File: config.mk
export PLATFORM = sky130hd
export DESIGN_NAME = universal_gate_bist_flat
export DESIGN_NICKNAME = d
export VERILOG_FILES = /design/src/rtl/gate_bist_pkg.sv /design/src/rtl/universal_gate_bist_if.sv /design/src/rtl/bist_settle_timer.sv /design/src/rtl/universal_gate_bist.sv /design/src/flat_wrapper.sv
export SDC_FILE = /design/constraint.sdc
export NUM_CORES = 1
export LEC_CHECK = 0
export BUFFER_PORTS_ARGS = -buffer_cell sky130_fd_sc_hd__buf_2
export CAP_MARGIN = 20
export CELL_PAD_IN_SITES_DETAIL_PLACEMENT = 2
export CELL_PAD_IN_SITES_GLOBAL_PLACEMENT = 2
export CORE_MARGIN = 2
export CORE_UTILIZATION = 35
export CTS_CLUSTER_SIZE = 40
export DETAILED_ROUTE_END_ITERATION = 10
export MAX_ROUTING_LAYER = met4
export PLACE_DENSITY_LB_ADDON = 0.08
export RECOVER_POWER = 100
export SLEW_MARGIN = 30
export SYNTH_ARGS = -nofsm -noshare
export SYNTH_HDL_FRONTEND = slang
export SYNTH_SLANG_ARGS = --single-unit
export TNS_END_PERCENT = 30
File: constraint.sdc
create_clock -name clk -period 3.6 [get_ports clk]
set_clock_uncertainty 0.2 [all_clocks]
set_input_delay 0.18 -clock clk [delete_from_list [all_inputs] [get_ports clk]]
set_output_delay 0.18 -clock clk [all_outputs]
set_load 0.02 [all_outputs]
File: src/rtl/gate_bist_pkg.sv
// Shared types and helpers for the universal gate BIST sequencer.
package gate_bist_pkg;

    typedef enum logic [2:0] {
        S_IDLE      = 3'd0,
        S_APPLY     = 3'd1,
        S_SETTLE    = 3'd2,
        S_CHECK_END = 3'd3,
        S_DONE      = 3'd4
    } state_t;

    localparam int         NUM_PAT = 4;
    localparam logic [7:0] ERR_MAX = 8'hFF;

    // Golden response of the gate pair: {nand, nor}.
    function automatic logic [1:0] exp_nand_nor(input logic a, input logic b);
        return {~(a & b), ~(a | b)};
    endfunction

endpackage

File: src/rtl/universal_gate_bist_if.sv
// Control/status bundle between a host and the gate BIST sequencer.
interface universal_gate_bist_if;
    logic       start;
    logic       abort;
    logic       busy;
    logic       done;
    logic       pass;
    logic [3:0] fail_mask;
    logic [7:0] err_cnt;

    modport master (output start, abort,
                    input  busy, done, pass, fail_mask, err_cnt);
    modport slave  (input  start, abort,
                    output busy, done, pass, fail_mask, err_cnt);
endinterface

File: src/rtl/bist_settle_timer.sv
// Loadable down-counter; expire marks the last cycle of a settle window.
module bist_settle_timer #(
    parameter int CNT_W = 4
) (
    input  logic             clk,
    input  logic             rst_n,
    input  logic             load,
    input  logic [CNT_W-1:0] load_val,
    input  logic             en,
    output logic             expire
);
    logic [CNT_W-1:0] cnt;

    // Load the window length, then count down while enabled, stopping at zero.
    always_ff @(posedge clk or negedge rst_n) begin
        if (!rst_n) begin
            cnt <= '0;
        end else if (load) begin
            cnt <= load_val;
        end else if (en && (cnt != '0)) begin
            cnt <= cnt - 1'b1;
        end
    end

    assign expire = en && (cnt == '0);

endmodule

File: src/rtl/universal_gate_bist.sv
// BIST sequencer around a NAND/NOR gate pair: sweeps {a,b}, checks outputs,
// and reports a sticky per-pattern fail mask, saturating error count and pass.
module universal_gate_bist
    import gate_bist_pkg::*;
#(
    parameter int SETTLE_CYCLES = 2,
    parameter int SWEEPS        = 1
) (
    input  logic                clk,
    input  logic                rst_n,
    universal_gate_bist_if.slave ctl,
    input  logic                y_nand,
    input  logic                y_nor,
    output logic                a_out,
    output logic                b_out
);
    localparam logic [3:0] SETTLE_LOAD = 4'(SETTLE_CYCLES - 1);
    localparam logic [7:0] LAST_SWEEP  = 8'(SWEEPS - 1);
    localparam logic [1:0] LAST_PAT    = 2'(NUM_PAT - 1);

    state_t     state, state_nxt;
    logic [1:0] pat;
    logic [7:0] sweep;
    logic       timer_load, timer_en, expire;
    logic       start_run, abort_run, sample, mismatch;
    logic       pass_q;
    logic [3:0] fail_mask_q;
    logic [7:0] err_cnt_q;

    assign timer_load = (state == S_APPLY);
    assign timer_en   = (state == S_SETTLE);

    bist_settle_timer #(.CNT_W(4)) u_settle_timer (
        .clk      (clk),
        .rst_n    (rst_n),
        .load     (timer_load),
        .load_val (SETTLE_LOAD),
        .en       (timer_en),
        .expire   (expire)
    );

    // Compare only against the registered stimulus, never the live pattern index.
    assign mismatch = ({y_nand, y_nor} != exp_nand_nor(a_out, b_out));
    assign sample   = expire && !abort_run;

    // State register.
    always_ff @(posedge clk or negedge rst_n) begin
        if (!rst_n) state <= S_IDLE;
        else        state <= state_nxt;
    end

    // Next-state and run strobes; abort overrides everything outside IDLE.
    always_comb begin
        state_nxt = state;
        start_run = 1'b0;
        abort_run = 1'b0;
        case (state)
            S_IDLE: begin
                if (ctl.start && !ctl.abort) begin
                    start_run = 1'b1;
                    state_nxt = S_APPLY;
                end
            end
            S_APPLY:  state_nxt = S_SETTLE;
            S_SETTLE: begin
                if (expire) begin
                    if ((pat != LAST_PAT) || (sweep != LAST_SWEEP)) state_nxt = S_APPLY;
                    else                                            state_nxt = S_CHECK_END;
                end
            end
            S_CHECK_END: state_nxt = S_DONE;
            S_DONE:      state_nxt = S_IDLE;
            default:     state_nxt = S_IDLE;
        endcase
        if ((state != S_IDLE) && ctl.abort) begin
            abort_run = 1'b1;
            state_nxt = S_IDLE;
        end
    end

    // Pattern index and sweep counter; pat wraps 3->0 into the next sweep.
    always_ff @(posedge clk or negedge rst_n) begin
        if (!rst_n) begin
            pat   <= '0;
            sweep <= '0;
        end else if (start_run) begin
            pat   <= '0;
            sweep <= '0;
        end else if (sample) begin
            pat <= pat + 2'd1;
            if (pat == LAST_PAT) sweep <= sweep + 8'd1;
        end
    end

    // Registered gate stimulus; parked at 0 on abort, held otherwise.
    always_ff @(posedge clk or negedge rst_n) begin
        if (!rst_n) begin
            a_out <= 1'b0;
            b_out <= 1'b0;
        end else if (abort_run) begin
            a_out <= 1'b0;
            b_out <= 1'b0;
        end else if (state == S_APPLY) begin
            a_out <= pat[1];
            b_out <= pat[0];
        end
    end

    // Result registers: cleared on start, accumulated on each sample, kept on abort.
    always_ff @(posedge clk or negedge rst_n) begin
        if (!rst_n) begin
            fail_mask_q <= '0;
            err_cnt_q   <= '0;
            pass_q      <= 1'b0;
        end else if (start_run) begin
            fail_mask_q <= '0;
            err_cnt_q   <= '0;
            pass_q      <= 1'b0;
        end else if (abort_run) begin
            pass_q <= 1'b0;
        end else begin
            if (sample && mismatch) begin
                fail_mask_q[pat] <= 1'b1;
                if (err_cnt_q != ERR_MAX) err_cnt_q <= err_cnt_q + 8'd1;
            end
            if (state == S_CHECK_END) pass_q <= (err_cnt_q == 8'd0);
        end
    end

    assign ctl.busy      = (state == S_APPLY) || (state == S_SETTLE) || (state == S_CHECK_END);
    assign ctl.done      = (state == S_DONE);
    assign ctl.pass      = pass_q;
    assign ctl.fail_mask = fail_mask_q;
    assign ctl.err_cnt   = err_cnt_q;

endmodule
File: src/flat_wrapper.sv
// flat-port wrapper written by rule: the top's interface ports become plain ports
module universal_gate_bist_flat import gate_bist_pkg::*;
#(
    parameter int SETTLE_CYCLES = 2,
    parameter int SWEEPS        = 1
)
  (clk, rst_n, y_nand, y_nor, a_out, b_out, ctl_start, ctl_abort, ctl_busy, ctl_done, ctl_pass, ctl_fail_mask, ctl_err_cnt);
  universal_gate_bist_if ctl_i ();
  input  logic clk;
  input  logic rst_n;
  input  logic y_nand;
  input  logic y_nor;
  output logic a_out;
  output logic b_out;
  input wire logic [$bits(ctl_i.start)-1:0] ctl_start;
  input wire logic [$bits(ctl_i.abort)-1:0] ctl_abort;
  output wire logic [$bits(ctl_i.busy)-1:0] ctl_busy;
  output wire logic [$bits(ctl_i.done)-1:0] ctl_done;
  output wire logic [$bits(ctl_i.pass)-1:0] ctl_pass;
  output wire logic [$bits(ctl_i.fail_mask)-1:0] ctl_fail_mask;
  output wire logic [$bits(ctl_i.err_cnt)-1:0] ctl_err_cnt;
  assign ctl_i.start = ctl_start;
  assign ctl_i.abort = ctl_abort;
  assign ctl_busy = ctl_i.busy;
  assign ctl_done = ctl_i.done;
  assign ctl_pass = ctl_i.pass;
  assign ctl_fail_mask = ctl_i.fail_mask;
  assign ctl_err_cnt = ctl_i.err_cnt;
  universal_gate_bist #(.SETTLE_CYCLES(SETTLE_CYCLES), .SWEEPS(SWEEPS)) u_core (.clk(clk), .rst_n(rst_n), .ctl(ctl_i), .y_nand(y_nand), .y_nor(y_nor), .a_out(a_out), .b_out(b_out));
endmodule
# == After elaboration in Yosys (flattened, before gate mapping) ==
# Index checks and enable logic that the tools add are counted.
# word_totals
out_inout_bits,17
reg_bits,32
wordCells,91
# classes
add_sub_neg,4
n_reduce_logical,29
n_bitwise,5
eq_ne,11
n_lt_le_gt_ge,2
muxes,31
# op_table
op,count
8-bit two-way mux,7
4-bit two-way mux,5
8-bit by 1-bit adder with 8-bit output (second input constant),2
3-bit one-hot mux with 4 select lines,1
2-bit nonzero test,6
1-bit two-way mux,11
3-bit two-way mux,3
8-bit zero test,1
8-bit inequality test (second input constant),1
8-bit nonzero test,1
1-bit logical AND,7
3-bit by 2-bit == test with 1-bit output (second input constant),2
2-bit two-way mux,3
3-bit by 1-bit inequality test with 1-bit output (second input constant),2
2-bit AND reduction,3
3-bit nonzero test,2
4-bit zero test,1
4-bit OR,1
4-bit nonzero test,1
4-bit by 1-bit subtractor with 4-bit output (second input constant),1
3-bit by 1-bit == test with 1-bit output (second input constant),1
3-bit == test (second input constant),1
3-bit zero test,1
1-bit logical OR,3
13 further kinds,15

# == Logic depth before layout (Yosys ltp) ==
# Gate-level depths: netlist (run 1).
# depth
word_depth,9
mapped_depth,9
depth_no_buf,7

# == By module ==
# From an unflattened synthesis (run 1), not the netlist that was laid out.
# unflattened
cells_unflattened,208
hier_area_um2,1944.4
# by_module_without_submodules
module,seq_area_each_um2,cells_per_inst,area_each_um2,n_inst
universal_gate_bist,700.7,180,1694.1,1
bist_settle_timer,100.1,28,250.2,1

# == Least setup slack after synthesis (run 1) ==
# Ideal clock, no wire load.
# synth_timing
path_kind,flip-flop to flip-flop
startpoint,reg u_core.u_settle_timer.cnt[0]
endpoint,reg u_core.err_cnt_q[1] (netlist: u_core.ctl.err_cnt[1])
setup_slack_ns,1.028
setup_ns,0.132
arrival_ns,2.240
path_stages_with_launch,10
n_path_buf,2
path_cell_list,dfrtp_1 -> inv_1 -> ha_1 -> or3b_1 -> buf_2 -> or4_4 -> buf_6 -> nor3_2 -> mux2i_1 -> nor2_1
# synth_via
elab_chain_cells,6
# synth_lines
element,line_no,source
start: declaration,bist_settle_timer.sv:12,logic [CNT_W-1:0] cnt;
start signal: assignment,bist_settle_timer.sv:19,cnt <= load_val;
start signal: assignment,bist_settle_timer.sv:21,cnt <= cnt - 1'b1;
4-bit zero test,bist_settle_timer.sv:25,assign expire = en && (cnt == '0);
1-bit logical AND,bist_settle_timer.sv:25,
1-bit logical AND,universal_gate_bist.sv:44,assign sample = expire && !abort_run;
1-bit logical AND,universal_gate_bist.sv:122,if (sample && mismatch) begin
2-bit nonzero test (no source line),--,
3-bit AND reduction (no source line),--,
end signal: assignment,universal_gate_bist.sv:124,if (err_cnt_q != ERR_MAX) err_cnt_q <= err_cnt_q + 8'd1;
end: declaration,universal_gate_bist.sv:28,logic [7:0] err_cnt_q;
# No other way between the ends.
# A chain may end at the register's enable or synchronous reset.

# == Final worst setup path (run 1) ==
# Ends and elaborated chain as after synthesis.

==> results of run 1 <==
[timing repair]
action	4_1_cts	5_1_grt
hold buffers	1	0
endpoints found under the hold margin	32	0
setup endpoints to repair	0	0
[sequential cells by signal, summed over array words and instances, names as in the netlist]
register / flops
u_core.ctl.fail_mask: 4
u_core.pat: 2
u_core.ctl.pass: 1
u_core.b_out: 1
u_core.ctl.err_cnt: 8
u_core.state: 3
u_core.u_settle_timer.cnt: 4
u_core.sweep: 8
u_core.a_out: 1
[critical path: cells and delay by family (launching register included)]
family	cells	cell delay, ps
and+or+nand+nor	4	1760
adders and majority gates	1	180
muxes	1	250
DFF	1	430
buffers and inverters	1	80
[area by class of cell]
cell class | instances | share of cell area
Multi-Input combinational cell | 147 | 0.443
Sequential cell | 32 | 0.395
Timing Repair Buffer | 24 | 0.0506
Clock buffer | 8 | 0.0444
Tap cell | 70 | 0.0432
Inverter | 13 | 0.0241
[placed cells by master (no fill, tap or decap), types with 2 or more instances in the layout]
master | synthesis | final
dfrtp_1 | 32 | 32
nor2_1 | 28 | 29
clkbuf_1 | 8 | 20
a21oi_1 | 18 | 18
nand2_1 | 14 | 14
inv_1 | 13 | 13
nand3_1 | 13 | 13
xnor2_1 | 9 | 9
o21ai_0 | 9 | 9
nor3_1 | 8 | 9
ha_1 | 9 | 9
nor4_1 | 3 | 6
clkbuf_8 | 0 | 6
buf_2 | 1 | 5
o21ai_1 | 2 | 2
or3_1 | 2 | 2
xor2_1 | 2 | 2
nor4bb_1 | 2 | 2
and4_1 | 2 | 2
mux2i_1 | 2 | 2
[report_power, final]
part | switching, mW | internal, mW
clock | 0.129 | 0.156
sequential | 0.0382 | 0.386
combinational | 0.120 | 0.0686
total | 0.287 | 0.610
[per-stage QoR]
step                power [mW]  hold slack [ps]  cells
global route             0.962             40.7    294
floorplan                0.568             -316    202
global placement         0.615             88.9    285
CTS                      0.918             18.4    294
finish                   0.898             15.4    294
detailed placement       0.629             94.1    285
[worst min path at each step]
| stage | start | to | cells past startpoint |
|---|---|---|---|
| 2_1_floorplan | rst_n | u_core.a_out | 0 |
| 3_3_place_gp | rst_n | u_core.b_out | 1 |
| 3_5_place_dp | rst_n | u_core.b_out | 1 |
| 4_1_cts | ctl_abort | u_core.state[1] | 2 |
| 5_1_grt | ctl_abort | u_core.state[1] | 2 |
| 6_report | ctl_abort | u_core.state[1] | 2 |
[cells by family after synthesis]
family,share of synthesized area
mux,0.0110
buf+inv,0.0522
compound gates,0.112
fa+ha+maj,0.0618
xor+xnor,0.0529
simple gates,0.271
flops,0.439
[routing by layer]
layer  global-route usage  vias up  part of all wire
met1                0.243      773              0.46
met2                0.323       17              0.51
met5                    -        -                 0
met4               0.0491        0            0.0069
li1                     -      741                 -
met3               0.0320        4             0.023
==> run metrics, run 1 <==
largest net degree at the start of global routing=33; cell chain of the critical path=inv_1 > ha_1 > or3b_1 > or4_1 > nor3_1 > mux2i_1 > nor2_1; r2r worst-path depth=7; via count of the routed design=1535; Post-Synthesis Cells=202; type of origin of the critical path=flip-flop; Skew-Pair Late Insertion Delay=280 ps; WL per Instance=16.8 um; PwrDens=443 nW/um2; vias in the first global route=1736; Placement Setup Slack=796 ps; initial antenna violation count=0; Crit path arrival time=3000 ps; Post-Syn Area per Cell=9.02 um2; Tcrit/Tclk final=0.854; top cells by area, synth=dfrtp_1, ha_1, nor2_1; Max Fanout on Critical Path=10; Synth warnings=0; 1st-iter DRT viols=43; outcome=finished, violations left; Yosys reg bits=32; top post-synthesis cells by count=dfrtp_1, nor2_1, a21oi_1; Multi-input gate area=897 um2; post-CTS setup buffer count=0; Tightest Hold Check Type=input pin to flip-flop; CP required=3520 ps; Period minus WS final=3070 ps; fmax=325 MHz; routability congestion estimate=0.806; Worst IR Drop VDD=0.235 mV; clk sinks=32; H-tree depth=2; die height=76.2 um; leakage power=0.855 nW; Final Max Tran Viols=33; Worst-path clk slew=70 ps; Starting Density=0.359; Setup-failing EPs final=0; layout cells sized above 1=0.0580; first-pass GRT wire length=8650 um; share of flip-flops with an asynchronous set or reset=1.00; Final Hold Viols=0; Finished Cell Area=2030 um2; Via-to-Cell Ratio=5.22; HPWL after DPL=3690 um; Gates resized, CTS repair=0; Antenna Nets Post-Route=0; slowest stage cell, crit path=or4_1; Die W=76.2 um; mapped cell area=1820 um2; sequential-to-total area share from yosys stat=0.439; global route overflow=0; endpoint class of the critical path=flip-flop; number of placement rows=26; RSZ-0062 raised after global routing=false; DR pass1 iterations=4; Max stage delay on crit path=730 ps; setup TNS=0 ps; Slew headroom=-0.201; Routed WL=4950 um; CTS tree=yes; gr usage total=0.192; Top FF cell, synth=dfrtp_1; die area=5800 um2; r2r endpoint=u_core.ctl.err_cnt[1]; crit path capture=u_core.ctl.err_cnt[1]; crit path kind=flip-flop to flip-flop; maximum capacitance violations=1; CTS Buf Count=5; FF-to-FF Start=u_core.u_settle_timer.cnt[0]; final worst slack=527 ps; Synth area leader=dfrtp_1; Nets=238; PortBufs=22; Area after DPL=1980 um2; Clock Tree Root=clkbuf_8; Filler cells=598; Core Area=5070 um2; Layout area overhead=11.2%; Net Count, Synth=217; # IOs=23; register area=801 um2; Yosys top cell area share=0.439; actual slew at the worst max-slew pin=1800 ps; most common cell in the netlist=dfrtp_1; FF-to-FF setup slack=530 ps; post-synthesis cell type count=42; post-route DRC violation count=0; number of synthesized flops with an enable pin=0; post-route core utilization=0.399; CP Launch Point=u_core.u_settle_timer.cnt[0]; n_diodes=0; Max Buffers Root-to-Sink=2; failing checks=max-capacitance violations, max-slew violations
(Power assumes the default switching activity.)
==> inputs of run 2 (changes only) <==
Settings changed: RECOVER_POWER 100 to not set.
==> run metrics, run 2 (synthesis gave the netlist of run 1 again) <==
commonest non-fill, non-tap cells in the layout=dfrtp_1, nor2_1, buf_2; Slew headroom=0.383; Crit path arrival time=2730 ps; Sw Ratio=0.319; Antenna Nets Post-Route=0; CP required=3520 ps; initial antenna violation count=0; # IOs=23; clock share of power=0.314; Final Hold Viols=0; Layout area overhead=14.2%; PwrDens=433 nW/um2; die height=76.2 um; Logic pwr share=0.215; setup TNS=0 ps; number of placement rows=26; r2r endpoint=u_core.ctl.err_cnt[1]; slowest stage cell, crit path=or4_4; Worst IR Drop VDD=0.242 mV; Seq pwr share=0.470; Starting Density=0.359; post-CTS setup buffer count=0; type of origin of the critical path=flip-flop; die area=5800 um2; sw power=0.288 mW; min-delay src=ctl_start; FF-to-FF Start=u_core.u_settle_timer.cnt[0]; H-tree depth=2; Max Buffers Root-to-Sink=2; Gates resized, CTS repair=0; Hold WS=21.7 ps; Tcrit/Tclk final=0.779; WP buf/inv=1; vias in the first global route=1736; Worst Hold Endpoint=u_core.state[0]; crit path kind=flip-flop to flip-flop; RSZ-0062 raised after global routing=false; hold path depth=3; WL per Instance=16.8 um; FF-to-FF setup slack=790 ps; via count of the routed design=1532; actual slew at the worst max-slew pin=924 ps; r2r worst-path depth=7; Worst-path clk slew=70 ps; DR pass1 iterations=4; Die W=76.2 um; commonest non-fill, non-tap cell in the layout=dfrtp_1; leakage power=0.935 nW; CTS tree=yes; Skew-Pair Late Insertion Delay=280 ps; Tightest Hold Check Type=input pin to flip-flop; Internal Power=0.614 mW; global route overflow=0; Nets=238; cell chain of the critical path=inv_1 > ha_1 > or3b_1 > or4_4 > nor3_2 > mux2i_1 > nor2_1; fmax=356 MHz; CP delay by family, top=simple AND/OR/NAND/NOR gates; Routed WL=4950 um; Clock Tree Root=clkbuf_8; Max Fanout on Critical Path=10; largest net degree at the start of global routing=33; Via-to-Cell Ratio=5.21; CTS Hold Bufs=1; n_diodes=0; HPWL after DPL=3690 um; first-pass GRT wire length=8650 um; Setup-failing EPs final=0; layout cells sized above 1=0.165; PortBufs=22; outcome=finished clean; Final Max Tran Viols=0; clk sinks=32; Max stage delay on crit path=640 ps; endpoint class of the critical path=flip-flop; Core Area=5070 um2; 1st-iter DRT viols=51; Period minus WS final=2810 ps; post-route DRC violation count=0; gr usage total=0.192; CTS Buf Count=5; maximum capacitance violations=0; routability congestion estimate=0.806
-- run 2: changes by cell type in the layout (fill, tap and decap cells not counted), sizes merged --
cell	previous run	this run
clkbuf	26	8
buf	5	23
-- run 2: area by class of cell --
class                           instances  area (um2)
Timing Repair Buffer                   24         128
Multi-Input combinational cell        147         927
Clock buffer                            8        90.1
Sequential cell                        32         801
Inverter                               13        48.8
Tap cell                               70        87.6
Fill cell                             586        2990
-- run 2: per-stage QoR --
stage                util  power (mW)  std cells  worst slack, ps  cell area, um2
finish              0.410       0.902        294              794            2080
global route        0.410       0.967        294              639            2080
CTS                 0.410       0.918        294              780            2080
detailed placement  0.391       0.629        285              796            1980
global placement    0.391       0.615        285              911            1980
floorplan               -       0.568        202             1030            1820
-- run 2: worst max path at each step --
| stage | from | slack, ps | to | cells past startpoint |
|---|---|---|---|---|
| floorplan | u_core.u_settle_timer.cnt[0] | 1030 | u_core.ctl.err_cnt[1] | 9 |
| global placement | u_core.u_settle_timer.cnt[0] | 910 | u_core.ctl.err_cnt[1] | 7 |
| detailed placement | u_core.u_settle_timer.cnt[0] | 800 | u_core.ctl.err_cnt[1] | 7 |
| CTS | u_core.u_settle_timer.cnt[0] | 780 | u_core.ctl.err_cnt[1] | 7 |
| global route | u_core.u_settle_timer.cnt[0] | 640 | u_core.ctl.err_cnt[6] | 7 |
| finish | u_core.u_settle_timer.cnt[0] | 790 | u_core.ctl.err_cnt[1] | 7 |
-- run 2: per-layer routing --
metal  vias up  routed length [um]  global-route usage  part of all wire
li1        741                   -                   -                 -
met1       770                2290               0.243              0.46
met2        17                2510               0.323              0.51
met3         4                 114              0.0320             0.023
met4         0                  34              0.0491            0.0069
met5         -                   0                   -                 0
-- run 2: power groups by stage --
stage	Clock (mW)	Combinational, mW	Sequential [mW]
2_1_floorplan	0	0.146	0.422
3_3_place_gp	0	0.188	0.428
3_5_place_dp	0	0.197	0.432
4_1_cts	0.294	0.200	0.425
5_1_grt	0.312	0.226	0.430
6_report	0.284	0.194	0.424
-- run 2: worst min-delay path, stage by stage --
cell and delay [ps]:
buf_2 110, nand3_1 100, nand2_1 60
==> inputs of run 3 (changes only) <==
Settings changed: CORE_UTILIZATION 35 to 32.
Clock period 3.6 ns to 2.27 ns, I/O delays scaled along.
==> run metrics, run 3 (synthesis gave the netlist of run 1 again) <==
Finished Cell Area=2330 um2; met3 GRT Util=0.0271; Final Hold Viols=0; Area after DPL=2120 um2; commonest non-fill, non-tap cells in the layout=dfrtp_1, nor2_1, buf_2; leakage power=1.06 nW; number of placement rows=27; Tightest Hold Check Type=input pin to async pin; final worst slack=-194 ps; Core Area=5510 um2; CTS Buf Count=5; Layout area overhead=27.9%; Setup-failing EPs final=19; failing checks=negative setup slack; n_diodes=0; Worst-path clk slew=70 ps; Die W=79.5 um; Crit path arrival time=2440 ps; largest net degree at the start of global routing=33; first-pass GRT wire length=9450 um; type of origin of the critical path=flip-flop; commonest non-fill, non-tap cell in the layout=dfrtp_1; global route overflow=0; RSZ-0062 raised after global routing=true; Skew-Pair Late Insertion Delay=290 ps; Internal Power=1.09 mW; Filler cells=625; PwrDens=692 nW/um2; maximum capacitance violations=0; Multi-input gate area=990 um2; Worst IR Drop VDD=0.258 mV; initial antenna violation count=0; 1st-iter DRT viols=41; CP required=2250 ps; clock share of power=0.289; post-route DRC violation count=0; met2 GRT Util=0.352; HPWL after DPL=3890 um; endpoint class of the critical path=flip-flop; CTS tree=yes; # IOs=23; Via-to-Cell Ratio=5.19; die height=79.5 um; die area=6320 um2; via count of the routed design=1649; Starting Density=0.331; vias in the first global route=1844; WL per Instance=17.3 um; routability congestion estimate=0.807; Nets=260; Max Fanout on Critical Path=6; gr usage total=0.201; Final Max Tran Viols=0; actual slew at the worst max-slew pin=780 ps; Tcrit/Tclk final=1.09; Sw Ratio=0.326; layout cells sized above 1=0.256; fmax=406 MHz; Logic pwr share=0.304; H-tree depth=2; GR Util met1=0.237; clk sinks=32; Clock Tree Root=clkbuf_8; busiest layer in global routing=met2; crit path kind=flip-flop to flip-flop; Seq pwr share=0.407; Max Buffers Root-to-Sink=2; Period minus WS final=2460 ps; Total Power=1.61 mW; PortBufs=22; register area=801 um2; Routed WL=5490 um; sw power=0.526 mW; Slew headroom=0.480; outcome=finished, violations left; DR pass1 iterations=4; Antenna Nets Post-Route=0
## run 3: path summary, 6_finish.rpt
check	from	endpoint	slack [ps]	cells after the start
min in group clk	u_core.ctl.fail_mask[3]	u_core.ctl.fail_mask[3]	310	2
setup / recovery	u_core.u_settle_timer.cnt[0]	u_core.ctl.err_cnt[5]	-190	8
hold reg to reg	u_core.ctl.fail_mask[3]	u_core.ctl.fail_mask[3]	310	2
setup reg to reg	u_core.u_settle_timer.cnt[0]	u_core.ctl.err_cnt[5]	-190	8
max in group asynchronous	rst_n	u_core.sweep[5]	1130	2
hold / removal	rst_n	u_core.ctl.fail_mask[1]	240	2
## run 3: cell type report
type                            count  share of cell area
Clock buffer                        8              0.0386
Inverter                           13              0.0209
Multi-Input combinational cell    147               0.425
Sequential cell                    32               0.344
Tap cell                           72              0.0386
Timing Repair Buffer               46               0.134
## run 3: critical path: stages, from the launching register on
cell and delay, ps:
dfrtp_1 400, inv_2 80, ha_4 130, or3b_4 380, or4_4 580, buf_8 180
nor4_4 160, xnor2_1 160, nor2_1 70
## run 3: routing by layer
| layer | vias up | routed length (um) |
|---|---|---|
| met5 | - | 0 |
| met4 | 0 | 80 |
| met3 | 8 | 129 |
| met2 | 24 | 2880 |
| met1 | 829 | 2400 |
| li1 | 788 | - |
## run 3: stage by stage
stage	utilization	setup TNS (ps)	instances	setup WS [ps]	hold WS [ps]
after detailed placement	0.385	-2290	300	-189	42.7
after CTS	0.418	-2580	317	-212	267
after floorplan	-	-1730	202	-201	-382
after global routing	0.423	-4360	318	-292	313
after global placement	0.385	-997	300	-105	27.0
final	0.423	-2270	318	-194	239
## run 3: power by group through the flow
| stage | logic, mW | registers (mW) | clock network, mW |
|---|---|---|---|
| 2_1_floorplan | 0.254 | 0.669 | 0 |
| 5_1_grt | 0.545 | 0.662 | 0.513 |
| 3_3_place_gp | 0.394 | 0.659 | 0 |
| 4_1_cts | 0.465 | 0.653 | 0.487 |
| 6_report | 0.490 | 0.656 | 0.467 |
| 3_5_place_dp | 0.418 | 0.662 | 0 |
## run 3: timing repair
| item | in CTS | in global routing |
|---|---|---|
| hold buffers | 4 | 0 |
| setup endpoints to repair | 21 | 23 |
| hold endpoints to repair | 37 | 0 |
| setup buffers | 5 | 1 |
| gates resized for setup | 5 | 5 |
| pin swaps | 6 | 10 |
| gates cloned | 0 | 0 |
